[config.mk]
export PLATFORM = sky130hd
export DESIGN_NAME = mc_controller
export DESIGN_NICKNAME = d
export VERILOG_FILES = /design/src/rtl/mc_pkg.sv /design/src/rtl/mc_cond_unit.sv /design/src/rtl/mc_controller.sv
export SDC_FILE = /design/constraint.sdc
export NUM_CORES = 1
export LEC_CHECK = 0
export ABC_AREA = 1
export CAP_MARGIN = 10
export CORE_UTILIZATION = 38
export DETAILED_ROUTE_END_ITERATION = 10
export GPL_ROUTABILITY_DRIVEN = 1
export HOLD_SLACK_MARGIN = 0.1
export PLACE_DENSITY = 0.85
export SLEW_MARGIN = 5
export SYNTH_ARGS = -nofsm -noshare
export SYNTH_HDL_FRONTEND = slang
export SYNTH_SLANG_ARGS = --single-unit
[constraint.sdc]
create_clock -name clk -period 2.65 [get_ports clk]
set_input_delay 0.3975 -clock clk [delete_from_list [all_inputs] [get_ports clk]]
set_output_delay 0.3975 -clock clk [all_outputs]
set_load 0.01 [all_outputs]
[src/rtl/mc_pkg.sv]
// Shared types and encodings for the multicycle ARM-subset controller.
// The state enum order fixes the StateDbg encoding.
package mc_pkg;

    typedef enum logic [3:0] {
        FETCH    = 4'd0,
        DECODE   = 4'd1,
        MEMADR   = 4'd2,
        MEMREAD  = 4'd3,
        MEMWB    = 4'd4,
        MEMWRITE = 4'd5,
        EXECR    = 4'd6,
        EXECI    = 4'd7,
        ALUWB    = 4'd8,
        BRANCH   = 4'd9
    } state_t;

    localparam logic [1:0] AluAdd = 2'b00;
    localparam logic [1:0] AluSub = 2'b01;
    localparam logic [1:0] AluAnd = 2'b10;
    localparam logic [1:0] AluOrr = 2'b11;

    localparam logic [1:0] ResAluOut = 2'd0;
    localparam logic [1:0] ResRead   = 2'd1;
    localparam logic [1:0] ResAlu    = 2'd2;

    localparam logic [1:0] SrcBRd2  = 2'd0;
    localparam logic [1:0] SrcBImm  = 2'd1;
    localparam logic [1:0] SrcBFour = 2'd2;

    localparam logic [1:0] OpDp  = 2'b00;
    localparam logic [1:0] OpMem = 2'b01;
    localparam logic [1:0] OpBr  = 2'b10;

    localparam logic [3:0] CmdAnd = 4'b0000;
    localparam logic [3:0] CmdSub = 4'b0010;
    localparam logic [3:0] CmdAdd = 4'b0100;
    localparam logic [3:0] CmdCmp = 4'b1010;
    localparam logic [3:0] CmdOrr = 4'b1100;

    localparam logic [3:0] CondEq = 4'b0000;
    localparam logic [3:0] CondNe = 4'b0001;
    localparam logic [3:0] CondCs = 4'b0010;
    localparam logic [3:0] CondCc = 4'b0011;
    localparam logic [3:0] CondMi = 4'b0100;
    localparam logic [3:0] CondPl = 4'b0101;
    localparam logic [3:0] CondVs = 4'b0110;
    localparam logic [3:0] CondVc = 4'b0111;
    localparam logic [3:0] CondHi = 4'b1000;
    localparam logic [3:0] CondLs = 4'b1001;
    localparam logic [3:0] CondGe = 4'b1010;
    localparam logic [3:0] CondLt = 4'b1011;
    localparam logic [3:0] CondGt = 4'b1100;
    localparam logic [3:0] CondLe = 4'b1101;
    localparam logic [3:0] CondAl = 4'b1110;

    // Unsupported commands fall back to ADD (and are suppressed from writing).
    function automatic logic [1:0] cmd_alu(input logic [3:0] cmd);
        case (cmd)
            CmdSub, CmdCmp: cmd_alu = AluSub;
            CmdAnd:         cmd_alu = AluAnd;
            CmdOrr:         cmd_alu = AluOrr;
            default:        cmd_alu = AluAdd;
        endcase
    endfunction

endpackage

[src/rtl/mc_cond_unit.sv]
// NZCV flag register with split NZ / CV load enables, plus the ARM
// condition evaluation over the registered flags.
module mc_cond_unit
    import mc_pkg::*;
#(
    parameter logic [3:0] FLAGS_RESET = 4'b0000
) (
    input  logic       clk,
    input  logic       rst,
    input  logic       nz_we_i,
    input  logic       cv_we_i,
    input  logic [3:0] alu_flags_i,
    input  logic [3:0] cond_i,
    output logic       cond_ex_o
);

    logic [3:0] flags_q, flags_d;
    logic       n, z, c, v;

    always_ff @(posedge clk) begin
        if (rst) flags_q <= FLAGS_RESET;
        else     flags_q <= flags_d;
    end

    always_comb begin
        flags_d = flags_q;
        if (nz_we_i) flags_d[3:2] = alu_flags_i[3:2];
        if (cv_we_i) flags_d[1:0] = alu_flags_i[1:0];
    end

    assign {n, z, c, v} = flags_q;

    always_comb begin
        case (cond_i)
            CondEq:  cond_ex_o = z;
            CondNe:  cond_ex_o = ~z;
            CondCs:  cond_ex_o = c;
            CondCc:  cond_ex_o = ~c;
            CondMi:  cond_ex_o = n;
            CondPl:  cond_ex_o = ~n;
            CondVs:  cond_ex_o = v;
            CondVc:  cond_ex_o = ~v;
            CondHi:  cond_ex_o = c & ~z;
            CondLs:  cond_ex_o = ~c | z;
            CondGe:  cond_ex_o = (n == v);
            CondLt:  cond_ex_o = (n != v);
            CondGt:  cond_ex_o = ~z & (n == v);
            CondLe:  cond_ex_o = z | (n != v);
            CondAl:  cond_ex_o = 1'b1;
            default: cond_ex_o = 1'b0;
        endcase
    end

endmodule

[src/rtl/mc_controller.sv]
// Multicycle control FSM: sequences fetch/decode/execute/memory/writeback
// over a shared memory port and ALU, stalling on MemReady.
module mc_controller
    import mc_pkg::*;
#(
    parameter state_t     RESET_STATE = FETCH,
    parameter logic [3:0] FLAGS_RESET = 4'b0000
) (
    input  logic        clk,
    input  logic        rst,
    input  logic [31:0] Instr,
    input  logic [3:0]  ALUFlags,
    input  logic        MemReady,
    output logic        PCWrite,
    output logic        AdrSrc,
    output logic        MemWrite,
    output logic        IRWrite,
    output logic [1:0]  ResultSrc,
    output logic        ALUSrcA,
    output logic [1:0]  ALUSrcB,
    output logic [1:0]  ALUControl,
    output logic [1:0]  ImmSrc,
    output logic [1:0]  RegSrc,
    output logic        RegWrite,
    output logic [3:0]  StateDbg
);

    state_t     state_q, state_d;
    logic [1:0] op;
    logic [3:0] cmd, rd;
    logic       cond_ex, dp_write, dp_arith, rd_pc, flag_upd;
    logic       pc_we, reg_we, ir_we, mem_we;
    logic       unused_instr;

    assign op       = Instr[27:26];
    assign cmd      = Instr[24:21];
    assign rd       = Instr[15:12];
    assign rd_pc    = (rd == 4'hF);
    assign dp_write = (cmd == CmdAdd) | (cmd == CmdSub) | (cmd == CmdAnd) | (cmd == CmdOrr);
    assign dp_arith = (cmd == CmdAdd) | (cmd == CmdSub) | (cmd == CmdCmp);
    assign flag_upd = ((state_q == EXECR) | (state_q == EXECI)) & (Instr[20] | (cmd == CmdCmp));
    assign unused_instr = ^{Instr[22], Instr[19:16], Instr[11:0]};

    mc_cond_unit #(
        .FLAGS_RESET (FLAGS_RESET)
    ) u_cond (
        .clk         (clk),
        .rst         (rst),
        .nz_we_i     (flag_upd),
        .cv_we_i     (flag_upd & dp_arith),
        .alu_flags_i (ALUFlags),
        .cond_i      (Instr[31:28]),
        .cond_ex_o   (cond_ex)
    );

    always_ff @(posedge clk) begin
        if (rst) state_q <= RESET_STATE;
        else     state_q <= state_d;
    end

    always_comb begin
        state_d = state_q;
        unique case (state_q)
            FETCH:    if (MemReady) state_d = DECODE;
            DECODE: begin
                if (!cond_ex) begin
                    state_d = FETCH;
                end else begin
                    case (op)
                        OpMem:   state_d = MEMADR;
                        OpDp:    state_d = Instr[25] ? EXECI : EXECR;
                        OpBr:    state_d = BRANCH;
                        default: state_d = FETCH;
                    endcase
                end
            end
            MEMADR:   state_d = Instr[20] ? MEMREAD : MEMWRITE;
            MEMREAD:  if (MemReady) state_d = MEMWB;
            MEMWB:    state_d = FETCH;
            MEMWRITE: if (MemReady) state_d = FETCH;
            EXECR,
            EXECI:    state_d = ALUWB;
            ALUWB:    state_d = FETCH;
            BRANCH:   state_d = FETCH;
            default:  state_d = FETCH;
        endcase
    end

    always_comb begin
        pc_we      = 1'b0;
        reg_we     = 1'b0;
        ir_we      = 1'b0;
        mem_we     = 1'b0;
        AdrSrc     = 1'b0;
        ResultSrc  = ResAluOut;
        ALUSrcA    = 1'b0;
        ALUSrcB    = SrcBRd2;
        ALUControl = AluAdd;
        unique case (state_q)
            FETCH: begin
                ir_we     = MemReady;
                pc_we     = MemReady;
                ALUSrcA   = 1'b1;
                ALUSrcB   = SrcBFour;
                ResultSrc = ResAlu;
            end
            DECODE: begin
                ALUSrcA = 1'b1;
                ALUSrcB = SrcBFour;
            end
            MEMADR: begin
                ALUSrcB    = SrcBImm;
                ALUControl = Instr[23] ? AluAdd : AluSub;
            end
            MEMREAD:  AdrSrc = 1'b1;
            MEMWB: begin
                ResultSrc = ResRead;
                pc_we     = rd_pc;
                reg_we    = ~rd_pc;
            end
            MEMWRITE: begin
                AdrSrc = 1'b1;
                mem_we = 1'b1;
            end
            EXECR:    ALUControl = cmd_alu(cmd);
            EXECI: begin
                ALUSrcB    = SrcBImm;
                ALUControl = cmd_alu(cmd);
            end
            ALUWB: begin
                pc_we  = dp_write & rd_pc;
                reg_we = dp_write & ~rd_pc;
            end
            BRANCH: begin
                ALUSrcB   = SrcBImm;
                ResultSrc = ResAlu;
                pc_we     = 1'b1;
            end
            default: ;
        endcase
    end

    // Strobes are masked combinationally so nothing fires on a reset cycle.
    assign PCWrite  = pc_we & ~rst;
    assign RegWrite = reg_we & ~rst;
    assign IRWrite  = ir_we & ~rst;
    assign MemWrite = mem_we & ~rst;
    assign ImmSrc   = op;
    assign RegSrc   = {op == OpMem, op == OpBr};
    assign StateDbg = state_q;

endmodule

## After elaboration in Yosys (flattened, before gate mapping)

Cells that the tools add are included.

- Eq/ne operators: 35
- Multiplexer cells: 20
- Bitwise operators: 24
- Reductions and logical operators: 11

Operators with widths:

| kind | number |
|---|---|
| 4-bit equality test (second input constant) | 12 |
| 4-bit by 3-bit equality test with 1-bit output (second input constant) | 9 |
| 4-bit case mux with 6 select lines | 1 |
| 4-bit by 2-bit equality test with 1-bit output (second input constant) | 5 |
| 4-bit two-way mux | 4 |
| 1-bit case mux with 15 select lines | 1 |
| 4-bit zero test | 3 |
| 2-bit case mux with 2 select lines | 3 |
| 4-bit case mux with 3 select lines | 1 |
| 1-bit AND | 10 |
| 2-bit OR reduction | 5 |
| 4-bit by 1-bit equality test with 1-bit output (second input constant) | 2 |
| 1-bit OR | 8 |
| 1-bit two-way mux | 6 |
| 2-bit inequality test (second input constant) | 3 |
| 1-bit inverter | 6 |
| 2-bit case mux with 3 select lines | 1 |
| 1-bit case mux with 4 select lines | 1 |
| 3-bit two-way mux | 1 |
| 3-bit AND reduction | 1 |
| 3-bit OR reduction | 1 |
| 2-bit by 1-bit equality test with 1-bit output (second input constant) | 1 |
| 2-bit equality test (second input constant) | 1 |
| 2-bit zero test | 1 |
| other kinds (3) | 3 |

- Flip-flop bits (word level): 8
- Input bits: 39
- Output and inout bits: 20
- Logic and storage cells: 93

## Depth between registers and ports, before layout

- Depth in word-level cells: 7
- Gate-level depth with buffers: 12
- Mapped depth without buffers: 12

## By module

A second synthesis with hierarchy kept.

- Cells, all modules: 158
- Area, all modules: 888.4 µm²

By module, submodules not included:

| module | times used | cells each | area an instance (µm²) | seq. area each (µm²) |
|---|---|---|---|---|
| mc_controller | 1 | 93 | 540.5 | 80.1 |
| mc_cond_unit | 1 | 65 | 347.8 | 80.1 |

## Least setup slack after synthesis

Ideal clock, no wire load.

- Path kind: input to output
- Start: input Instr[22]
- End: output RegWrite
- Arrival time: 1.280 ns
- Required time: 2.253 ns
- Setup slack: 0.973 ns
- Cell stages on the path: 6
- Buffers on the path: 0
- Cell sequence: nor2_1 > nand2_1 > a21oi_1 > nor2_1 > o22ai_1 > nor3b_1

- Cells in the longest elaborated chain, start to end: 7
- Elaborated cells on any way between the ends: 10
- Classes of those cells: 3 x eq/ne; 1 x mux; 5 x bitwise; 1 x reduce/logical

RTL lines:

| item | RTL line | RTL |
|---|---|---|
| from (decl) | mc_controller.sv:11 | `input logic [31:0] Instr,` |
| 4-bit by 3-bit equality test with 1-bit output / 4-bit by 2-bit equality test with 1-bit output (equally long branches) | mc_controller.sv:39 | `assign dp_write = (cmd == CmdAdd) \| (cmd == CmdSub) \| (cmd == CmdAnd) \| (cmd == CmdOrr);` |
| 1-bit OR (2 in series) | mc_controller.sv:39 |  |
| 1-bit OR (*) | mc_controller.sv:39 |  |
| 1-bit AND (*) | mc_controller.sv:132 | `reg_we = dp_write & ~rd_pc;` |
| 1-bit case mux with 2 select lines (*) | mc_controller.sv:99 | `unique case (state_q)` |
| 1-bit AND (*) | mc_controller.sv:145 | `assign RegWrite = reg_we & ~rst;` |
| to (decl) | mc_controller.sv:24 | `output logic RegWrite,` |

Mark *: on every way between the ends. The rest lies on a longest branch, timed or not.

## Worst setup path in the final report

- Start: input Instr[22]
- End: output PCWrite

- Cells in the longest elaborated chain, start to end: 7
- Elaborated cells on any way between the ends: 10
- Classes of those cells: 3 x eq/ne; 1 x mux; 5 x bitwise; 1 x reduce/logical

RTL lines:

| item | RTL line | RTL |
|---|---|---|
| 4-bit by 3-bit equality test with 1-bit output / 4-bit by 2-bit equality test with 1-bit output (equally long branches) | mc_controller.sv:39 |  |
| 1-bit OR (2 in series) | mc_controller.sv:39 |  |
| 1-bit OR (*) | mc_controller.sv:39 |  |
| 1-bit AND (*) | mc_controller.sv:131 | `pc_we = dp_write & rd_pc;` |
| 1-bit case mux with 4 select lines (*) | mc_controller.sv:99 |  |
| 1-bit AND (*) | mc_controller.sv:144 | `assign PCWrite = pc_we & ~rst;` |
| to (decl) | mc_controller.sv:14 | `output logic PCWrite,` |

Marked as above.

==> impl_metrics.json <==
{
  "p_per_area_nw_per_um2": 304.4,
  "grt_overflow": 0,
  "synthDistinctLibCells": 27,
  "cts_tree": "built",
  "synth_top_area_share_pct": 18.82,
  "grt_pass1_wl_mm": 4.126,
  "worst_slack_ns": 0.2448,
  "max_cap_viol_count": 0,
  "synthArstFlopShare_pct": 0,
  "io_buffers": 42,
  "insertion_delay_ns": 0.25,
  "worstSetupPathType": "primary input to primary output",
  "reg2reg_from": "StateDbg[2]$_SDFFE_PP0P_",
  "avgSynthCellArea_um2": 5.318,
  "dieArea_um2": 2432,
  "ctsResizeCount": 2,
  "place_inst": 226,
  "cts.sink_count": 8,
  "min_from": "u_cond.flags_q[1]$_SDFFE_PP0P_",
  "outcome": "finished clean",
  "start_util_pct": 41.67,
  "num_rows": 16,
  "antenna_found_initial": 0,
  "avgViaCountPerCell": 4.961,
  "grt_setup_unrepaired": "false",
  "synth_ff_type": "dfxtp_1",
  "postSynthCellCount": 160,
  "ys_seq_area_share_pct": 18.82,
  "hold_path_depth": 2,
  "r2r_end": "u_cond.flags_q[1]$_SDFFE_PP0P_",
  "antenna_cells": 0,
  "drt-pass1-iter-count": 4,
  "die_w_um": 49.32,
  "die_h_um": 49.32,
  "fillers": 206,
  "nNetsFinal": 243,
  "pin_count": 59,
  "maxSlewHeadroom_pct": 76.41,
  "track_usage_pct": 21.01,
  "fmax_ghz": 0.4158,
  "syn_nets": 199,
  "leakagePower_nw": 0.5946,
  "hpwl_mm": 2.000,
  "synthTopCellsByCount": "nand2_1 (41), nor2_1 (24), inv_1 (23)",
  "clock_path_buffers": 2,
  "setup_violations": 0,
  "grt_max_degree": 9,
  "reg2reg_depth": 9,
  "wl_per_cell_um": 10.56,
  "ant_nets": 0,
  "crit_fanout": 2,
  "hold_viol_final": 0,
  "synth_area_um2": 850.8,
  "synth-edff-count": 0,
  "startpoint_type": "primary input",
  "drc": 0,
  "min_to": "u_cond.flags_q[1]$_SDFFE_PP0P_",
  "worst_clock_skew_ns": 0.0009446,
  "drive_gt1_share_pct": 9.406,
  "crit_start": "Instr[22]",
  "grt_pass1_vias": 1009,
  "cts_buffers": 3,
  "yosysMostFrequentCell": "nand2_1",
  "area_delta_synth_final_pct": 53.82,
  "cp.required_ns": 2.25,
  "cp_data_arrival_time_ns": 2.01,
  "pre_cts_slack_ns": -0.04781,
  "ys_seq_elements": 8,
  "detail_route.iter0.violations": 25,
  "r2r_slack_ns": 1.07,
  "clk_pin_slew_ns": 0.05,
  "ys_warn_count": 0,
  "hp-class": "flip-flop to flip-flop",
  "yosys-top-cells-area": "dfxtp_1 (19%), nand2_1 (18%), nand3_1 (12%)",
  "regArea_um2": 160.2,
  "ctsHtreeMaxLevel": 1,
  "tightestPinTransition_ns": 0.3527,
  "min_period_over_period_pct": 90.76,
  "fin_crit_ns": 2.405,
  "root_buffer": "clkbuf_4",
  "peakVddDrop_v": 0.0002404,
  "final_cells": 229,
  "cts-hold-fix-buffers": 0,
  "multiInputGateArea_um2": 561.8,
  "num_vias": 1136,
  "post_cts_buffers": 0,
  "coreArea_um2": 2042,
  "drt_wl_total_mm": 2.419,
  "yosysTopAreaCell": "dfxtp_1",
  "gp_congestion": 0.9281,
  "slew_viol_final": 0,
  "worstSetupEndpointType": "primary output"
}
power breakdown:
part           total, mW  switching, mW  internal, mW
registers          0.131        0.00678         0.125
logic              0.175         0.0875        0.0870
clock network     0.0924         0.0406        0.0518
total              0.398          0.135         0.263
through the flow:
step	instance area (um2)	TNS [ns]	total power [mW]	util, %	hold WS (ns)
after global routing	1309	0	0.4233	64.09	0.5238
after global placement	1289	0	0.3044	63.11	0.4903
final	1309	0	0.3984	64.09	0.5047
after CTS	1309	0	0.3975	64.09	0.5027
after detailed placement	1289	-0.08578	0.3079	63.11	0.4945
after floorplan	850.8	0	0.2215	-	0.4636
layout make-up:
| type | count | area share (%) |
|---|---|---|
| Clock buffer | 3 | 1.721 |
| Inverter | 28 | 8.031 |
| Multi-Input combinational cell | 120 | 42.93 |
| Sequential cell | 8 | 12.24 |
| Tap cell | 27 | 2.581 |
| Timing Repair Buffer | 43 | 32.50 |
metal layers:
layer | up-vias | wire length [um] | GRT usage, %
met5 | - | 0 | 0
met4 | 0 | 14 | 5.882
met3 | 2 | 104 | 1.246
met2 | 34 | 1215 | 38.13
met1 | 507 | 1085 | 26.26
li1 | 593 | - | -
how the worst max path moves through the flow:
stage                     to  slack [ns]  cells past startpoint
finish               PCWrite        0.24                     10
global route        RegWrite        0.07                      9
CTS                  PCWrite        0.25                     10
detailed placement   PCWrite       -0.05                     10
global placement     PCWrite        0.02                     10
floorplan           RegWrite        0.97                      6
critical path: stages:
cell             delay (ns)
clkdlybuf4s50_1        0.47
inv_1                  0.05
nor2_1                 0.12
nand2_1                0.08
a21oi_1                0.19
nor2_1                 0.07
o22ai_1                0.14
nand2_1                0.08
a31oi_1                0.12
dlygate4sd2_1          0.29
registers in the layout (all words and copies together) (netlist names):
signal / flops
StateDbg: 4
u_cond.flags_q: 4
cell families after synthesis:
| logic type | Yosys count | synth area share (%) |
|---|---|---|
| flip-flops | 8 | 18.82 |
| AND/OR/NAND/NOR | 97 | 50.44 |
| AO/OA/AOI/OAI | 23 | 15.59 |
| buffers and inverters | 32 | 15.15 |
cells in the final DEF (no fill, tap or decap), types with 3 or more instances in the layout:
master | netlist | routed
nand2_1 | 41 | 41
clkdlybuf4s50_1 | 0 | 40
nor2_1 | 24 | 24
inv_1 | 23 | 23
nand3_1 | 20 | 20
a21oi_1 | 9 | 9
dfxtp_1 | 8 | 8
o21ai_0 | 7 | 7
inv_2 | 5 | 5
nor2_2 | 3 | 3
clkbuf_4 | 0 | 3
(Power assumes the default switching activity.)
